[config.mk]
export PLATFORM = sky130hd
export DESIGN_NAME = tile_map_arbiter
export DESIGN_NICKNAME = d
export VERILOG_FILES = /design/src/rtl/tile_map_pkg.sv /design/src/rtl/tile_index_calc.sv /design/src/rtl/tile_map_arbiter.sv
export SDC_FILE = /design/constraint.sdc
export NUM_CORES = 1
export LEC_CHECK = 0
export ABC_AREA = 1
export BUFFER_PORTS_ARGS = -buffer_cell sky130_fd_sc_hd__clkbuf_2
export CAP_MARGIN = 5
export CORE_ASPECT_RATIO = 1.4
export CORE_MARGIN = 2
export CORE_UTILIZATION = 46
export DETAILED_ROUTE_END_ITERATION = 12
export PLACE_DENSITY_LB_ADDON = 0.05
export SETUP_SLACK_MARGIN = 0.1
export SLEW_MARGIN = 15
export SYNTH_ARGS = -nofsm -noshare
export SYNTH_HDL_FRONTEND = slang
export SYNTH_HIERARCHICAL = 1
export SYNTH_SLANG_ARGS = --single-unit
[constraint.sdc]
create_clock -name clock_25 -period 1.5 [get_ports clock_25]
set_input_delay 0.3 -clock clock_25 [delete_from_list [all_inputs] [get_ports clock_25]]
set_output_delay 0.3 -clock clock_25 [all_outputs]
set_load 0.01 [all_outputs]
[src/rtl/tile_map_pkg.sv]
// rtl/tile_map_pkg.sv - shared timing, tile geometry, tile codes and read-pipe tags
package tile_map_pkg;

    localparam int H_VISIBLE  = 640;
    localparam int H_TOTAL    = 800;
    localparam int V_VISIBLE  = 480;
    localparam int V_TOTAL    = 525;

    localparam int TILE_SHIFT = 5;
    localparam int MAP_COLS   = 20;
    localparam int MAP_ROWS   = 15;
    localparam int MAP_DEPTH  = MAP_COLS * MAP_ROWS;

    localparam logic [3:0] EMPTY = 4'd0;
    localparam logic [3:0] PIPE  = 4'd1;
    localparam logic [3:0] DIRT  = 4'd2;
    localparam logic [3:0] ROBOT = 4'd3;

    typedef enum logic [1:0] {
        TAG_NONE   = 2'd0,
        TAG_RENDER = 2'd1,
        TAG_READ   = 2'd2
    } tag_t;

endpackage

[src/rtl/tile_index_calc.sv]
// rtl/tile_index_calc.sv - (row, col) to linear tile index row*20+col
module tile_index_calc (
    input  logic [3:0] row,
    input  logic [4:0] col,
    output logic [8:0] tile_index
);

    // row*20 = row*16 + row*4
    assign tile_index = {1'b0, row, 4'b0000} + {3'b000, row, 2'b00} + {4'b0000, col};

endmodule

[src/rtl/tile_map_arbiter.sv]
// rtl/tile_map_arbiter.sv - tile-map RAM arbiter: render prefetch, writer/reader round-robin, frame tick
module tile_map_arbiter
    import tile_map_pkg::*;
(
    input  logic       clock_25,
    input  logic       reset_key,
    input  logic [9:0] pix_x,
    input  logic [9:0] pix_y,
    input  logic       wr_req,
    input  logic [8:0] wr_addr,
    input  logic [3:0] wr_data,
    output logic       wr_ack,
    input  logic       rd_req,
    input  logic [8:0] rd_addr,
    output logic       rd_valid,
    output logic [3:0] rd_data,
    output logic       addr_err,
    output logic [8:0] ram_addr,
    output logic       ram_we,
    output logic [3:0] ram_wdata,
    input  logic [3:0] ram_rdata,
    output logic [3:0] tile_code,
    output logic       frame_tick
);

    logic [9:0] next_y;
    logic       mid_slot, line_slot, render_slot;
    logic [3:0] fetch_row;
    logic [4:0] fetch_col;
    logic [8:0] fetch_index;
    logic       wr_elig, rd_elig, grant_wr, grant_rd, wr_bad, rd_bad;
    logic       rr_read_first;
    logic       rd_pending;
    tag_t       tag0, tag1;

    assign next_y = (pix_y == 10'(V_TOTAL - 1)) ? 10'd0 : pix_y + 10'd1;

    // Fetch three pixels ahead so the code lands exactly on the next tile boundary.
    assign mid_slot    = (pix_x[4:0] == 5'd29) && (pix_x < 10'(H_VISIBLE - 32))
                         && (pix_y < 10'(V_VISIBLE));
    assign line_slot   = (pix_x == 10'(H_TOTAL - 3)) && (next_y < 10'(V_VISIBLE));
    assign render_slot = mid_slot || line_slot;

    assign fetch_row = line_slot ? next_y[8:5] : pix_y[8:5];
    assign fetch_col = line_slot ? 5'd0 : pix_x[9:5] + 5'd1;

    tile_index_calc u_index (
        .row        (fetch_row),
        .col        (fetch_col),
        .tile_index (fetch_index)
    );

    assign wr_bad   = wr_addr >= 9'(MAP_DEPTH);
    assign rd_bad   = rd_addr >= 9'(MAP_DEPTH);
    assign wr_elig  = wr_req && !wr_ack;
    assign rd_elig  = rd_req && !rd_pending && !rd_valid;
    assign grant_wr = !render_slot && wr_elig && (!rd_elig || !rr_read_first);
    assign grant_rd = !render_slot && rd_elig && !grant_wr;

    always_ff @(posedge clock_25 or posedge reset_key) begin
        if (reset_key) begin
            wr_ack        <= 1'b0;
            rd_valid      <= 1'b0;
            rd_data       <= 4'd0;
            addr_err      <= 1'b0;
            ram_addr      <= 9'd0;
            ram_we        <= 1'b0;
            ram_wdata     <= 4'd0;
            tile_code     <= 4'd0;
            frame_tick    <= 1'b0;
            rr_read_first <= 1'b0;
            rd_pending    <= 1'b0;
            tag0          <= TAG_NONE;
            tag1          <= TAG_NONE;
        end else begin
            wr_ack     <= 1'b0;
            rd_valid   <= 1'b0;
            addr_err   <= 1'b0;
            ram_we     <= 1'b0;
            tag0       <= TAG_NONE;
            tag1       <= tag0;
            frame_tick <= (pix_x == 10'(H_TOTAL - 1)) && (pix_y == 10'(V_VISIBLE - 1));

            case (tag1)
                TAG_RENDER: tile_code <= ram_rdata;
                TAG_READ: begin
                    rd_data    <= ram_rdata;
                    rd_valid   <= 1'b1;
                    rd_pending <= 1'b0;
                end
                default: ;
            endcase

            if (render_slot) begin
                ram_addr <= fetch_index;
                tag0     <= TAG_RENDER;
            end else if (grant_wr) begin
                wr_ack <= 1'b1;
                if (wr_bad) begin
                    addr_err <= 1'b1;
                end else begin
                    ram_addr  <= wr_addr;
                    ram_we    <= 1'b1;
                    ram_wdata <= wr_data;
                end
            end else if (grant_rd) begin
                if (rd_bad) begin
                    rd_data  <= 4'd0;
                    rd_valid <= 1'b1;
                    addr_err <= 1'b1;
                end else begin
                    ram_addr   <= rd_addr;
                    tag0       <= TAG_READ;
                    rd_pending <= 1'b1;
                end
            end

            if (!render_slot && wr_elig && rd_elig) begin
                rr_read_first <= !rr_read_first;
            end
        end
    end

endmodule

==> results.ini <==
[status]
run_status = finished, violations left
violations = negative setup slack

[global_routing]
antenna_found_initial = 0
grt_start_max_net_pins = 33
grt.total_usage_pct = 25.81
grt_first_pass_wirelength_um = 11160
grt_overflow = 0
first_global_vias = 2604

[critical_path]
worstSetupStartpointType = primary input
critical_path.n_buffers_inverters = 4
worst_path_most_repeated_cell = sky130_fd_sc_hd__nand2_1
path_max_fanout = 6
worstPathCellList = clkbuf_2, nand2_4, nor2_4, nand2_1, nand2_2, nor2_4, nand3_2, nand2_4, buf_6, o21ai_4, inv_2, fa_2, fa_2, inv_2, nand2_1, nand2_1, nand2_1, nand2_1, nand2_1, nand2_1, nand3_1, nand2_1, nand2_1
worst_path_dominant_cell_family = simple AND/OR/NAND/NOR gates
worst_path_max_delay_cell = sky130_fd_sc_hd__fa_2
worstPathRequired_ns = 1.68
worstSetupPathType = in -> reg
crit_path_max_incr_delay_ns = 0.48
worst_ep_arrival_time_ns = 2.88
crit_path_end_kind = flip-flop

[die]
initial_core_util_pct = 47.03
design.die.area_um2 = 5497
ios = 76
floorplan.core_area_um2 = 4805
die-height_um = 86.93
chipWidth_um = 63.24
num_rows = 30

[timing]
period_minus_slack_ns = 2.695
accumulated_negative_setup_slack_ns = -9.001
report.final.slew_viol_count = 0
achievable-frequency_ghz = 0.3710
setup_slack_ns = -1.195
relSlewSlack_pct = 71.73
worst_clock_skew_ns = 0.002706
fin_crit_sh_pct = 179.7
timing_hold_violations_final = 0
max_slew.worst_pin.slew_ns = 0.4202
report.final.setup_viol = 24
grt_setup_unrepaired = yes

[power]
cellPowerDensity_nw_per_um2 = 1006
design_power_total_mw = 3.869
p_leak_nw = 2.067
vdd_drop_max_mv = 0.4686

[logic_synthesis]
synthesis.nets = 374
synthCells = 314
synth.avg_cell_area_um2 = 7.196
synth_enable_flop_cells = 0
yosys_most_used_dff = sky130_fd_sc_hd__dfrtp_1
synth_warnings = 6
synth_top_cells_by_count = sky130_fd_sc_hd__nand2_1 (107), sky130_fd_sc_hd__inv_1 (38), sky130_fd_sc_hd__dfrtp_1 (32)
yosysTopAreaCellShare_pct = 35.44
synth.distinct_cells = 32
yosysSeqAreaShare_pct = 35.44
syn-cell-area_um2 = 2260
yosys.cell_count.top_type = sky130_fd_sc_hd__nand2_1
netlist.top_cell.by_area = sky130_fd_sc_hd__dfrtp_1
synth_top_cells_by_area = sky130_fd_sc_hd__dfrtp_1 (35%), sky130_fd_sc_hd__nand2_1 (18%), sky130_fd_sc_hd__inv_1 (6.3%)
ys_seq_elements = 32
async_set_or_reset_register_ratio_after_synthesis_pct = 100.0

[drt]
drc_errors = 0
drtAntennaViolNets = 0
vias_per_inst = 5.079
drt-wirelength-per-cell_um = 13.51
detail_route.iter0.violations = 141
drtPass1Iterations = 4
dr_total_vias = 2636
wirelength_um = 7010

[clocking]
worstSkewPairLatency_ns = 0.29
htree_num_levels = 2
cts.sink_count = 32
clock_tree.root_cell = sky130_fd_sc_hd__clkbuf_8
cts.clk_slew.worst_paths_ns = 0.07
cts_inserted_buffers = 5
cts_tree = built
holdBufCountCts = 0
clockBufferDepth = 2

[run]
drv_cap = 0

[layout]
layout.cells.non_filler = 519
area_growth_syn_to_layout_pct = 70.21
final_nets = 514
n_antenna_cell = 0
drive_above_1_share_pct = 53.63
fin_util_pct = 80.05

[placed_design]
dp_cells = 497
port_buffers = 75
dp_hpwl_um = 4792
globalplace.congestion = 0.9088

[hold_path]
min-delay-path-class = in -> async

-- layout by cell type (no fill, tap or decap), types with 3 or more instances in the layout --
cell                        n
sky130_fd_sc_hd__clkbuf_2  68
sky130_fd_sc_hd__nand4_1   21
sky130_fd_sc_hd__nand3_2   10
sky130_fd_sc_hd__ha_1       3
sky130_fd_sc_hd__nand2_4    9
sky130_fd_sc_hd__nor2_2     5
sky130_fd_sc_hd__ha_4       5
sky130_fd_sc_hd__o21ai_2    3
sky130_fd_sc_hd__buf_6      9
sky130_fd_sc_hd__nand3_1    9
sky130_fd_sc_hd__buf_8      5
sky130_fd_sc_hd__nand2_1   85
sky130_fd_sc_hd__nand2_2   17
sky130_fd_sc_hd__buf_12     4
sky130_fd_sc_hd__mux2_2     3
sky130_fd_sc_hd__a21oi_2    4
sky130_fd_sc_hd__buf_4     51
sky130_fd_sc_hd__nor2_1    15
sky130_fd_sc_hd__inv_2     12
sky130_fd_sc_hd__dfrtp_1   32
sky130_fd_sc_hd__o21ai_0    5
sky130_fd_sc_hd__nor2_4    10
sky130_fd_sc_hd__inv_1     29
sky130_fd_sc_hd__nand3_4    3
sky130_fd_sc_hd__clkbuf_8   7
sky130_fd_sc_hd__nand4_4    4
-- through the flow --
step	worst slack (ns)	hold WS (ns)	cell area, um^2
CTS	-1.141	0.07060	3611
floorplan	-1.278	0.3312	2283
global placement	-1.487	0.3337	3103
finish	-1.195	0.05866	3846
global route	-1.449	0.1111	3846
detailed placement	-1.500	0.3371	3103
-- state kept, by name, summed over array words and instances, names as in the netlist --
signal / flops
rr_read_first: 1
ram_we: 1
addr_err: 1
rd_pending: 1
rd_valid: 1
ram_addr: 9
tag0: 2
ram_wdata: 4
tile_code: 4
tag1: 2
rd_data: 4
wr_ack: 1
frame_tick: 1
-- worst register-to-register path, delay by kind of cell (launching register included) --
kind,cells,cell delay (ns)
and+or+nand+nor,7,0.82
DFF,1,0.38
buffers and inverters,2,0.33
-- layer usage --
| layer | share of wire (%) | vias to the layer above | wire length [um] | track usage [%] |
|---|---|---|---|---|
| met5 | 0 | - | 0 | 0 |
| met4 | 5.3 | 0 | 373 | 16.21 |
| met3 | 4.2 | 32 | 294 | 2.199 |
| met2 | 56 | 95 | 3899 | 48.74 |
| met1 | 35 | 1222 | 2443 | 27.54 |
| li1 | - | 1287 | - | - |
-- final timing paths --
| kind | from | to | slack [ns] | cells after the start |
|---|---|---|---|---|
| hold reg to reg | tag0[1] | tag1[1] | 0.35 | 0 |
| min in group clock_25 | wr_data[0] | ram_wdata[0] | 0.22 | 3 |
| setup reg to reg | rd_pending | ram_addr[1] | -0.13 | 9 |
| max in group asynchronous | reset_key | ram_addr[4] | 1.16 | 3 |
| hold / removal | reset_key | addr_err | 0.06 | 3 |
| setup / recovery | pix_y[2] | ram_addr[7] | -1.20 | 23 |
-- logic make-up after synthesis --
kind of cell	share of synthesized area [%]
flip-flops	35.44
XOR/XNOR	1.551
AO/OA/AOI/OAI	4.097
adder cells (fa/ha/maj)	6.202
AND/OR/NAND/NOR	40.92
buffers and inverters	10.30
multiplexers	1.495
-- final cells by class --
cell class	count	area, um^2
Clock inverter	3	42.54
Inverter	44	175.2
Clock buffer	5	68.82
Timing Repair Buffer	141	1045
Sequential cell	32	800.8
Fill cell	346	958.4
Tap cell	64	80.08
Multi-Input combinational cell	230	1634
-- power by group --
part / internal [mW] / switching, mW / total (mW)
logic: 0.821 / 0.942 / 1.76
clock network: 0.491 / 0.329 / 0.820
registers: 1.14 / 0.147 / 1.29
-- repair_timing --
item	in CTS	in global routing
gates cloned	3	0
pin swaps	30	44
setup buffers	9	4
gates resized for setup	66	64
setup endpoints to repair	25	25
Note: power is estimated with default switching activity, not from simulation.
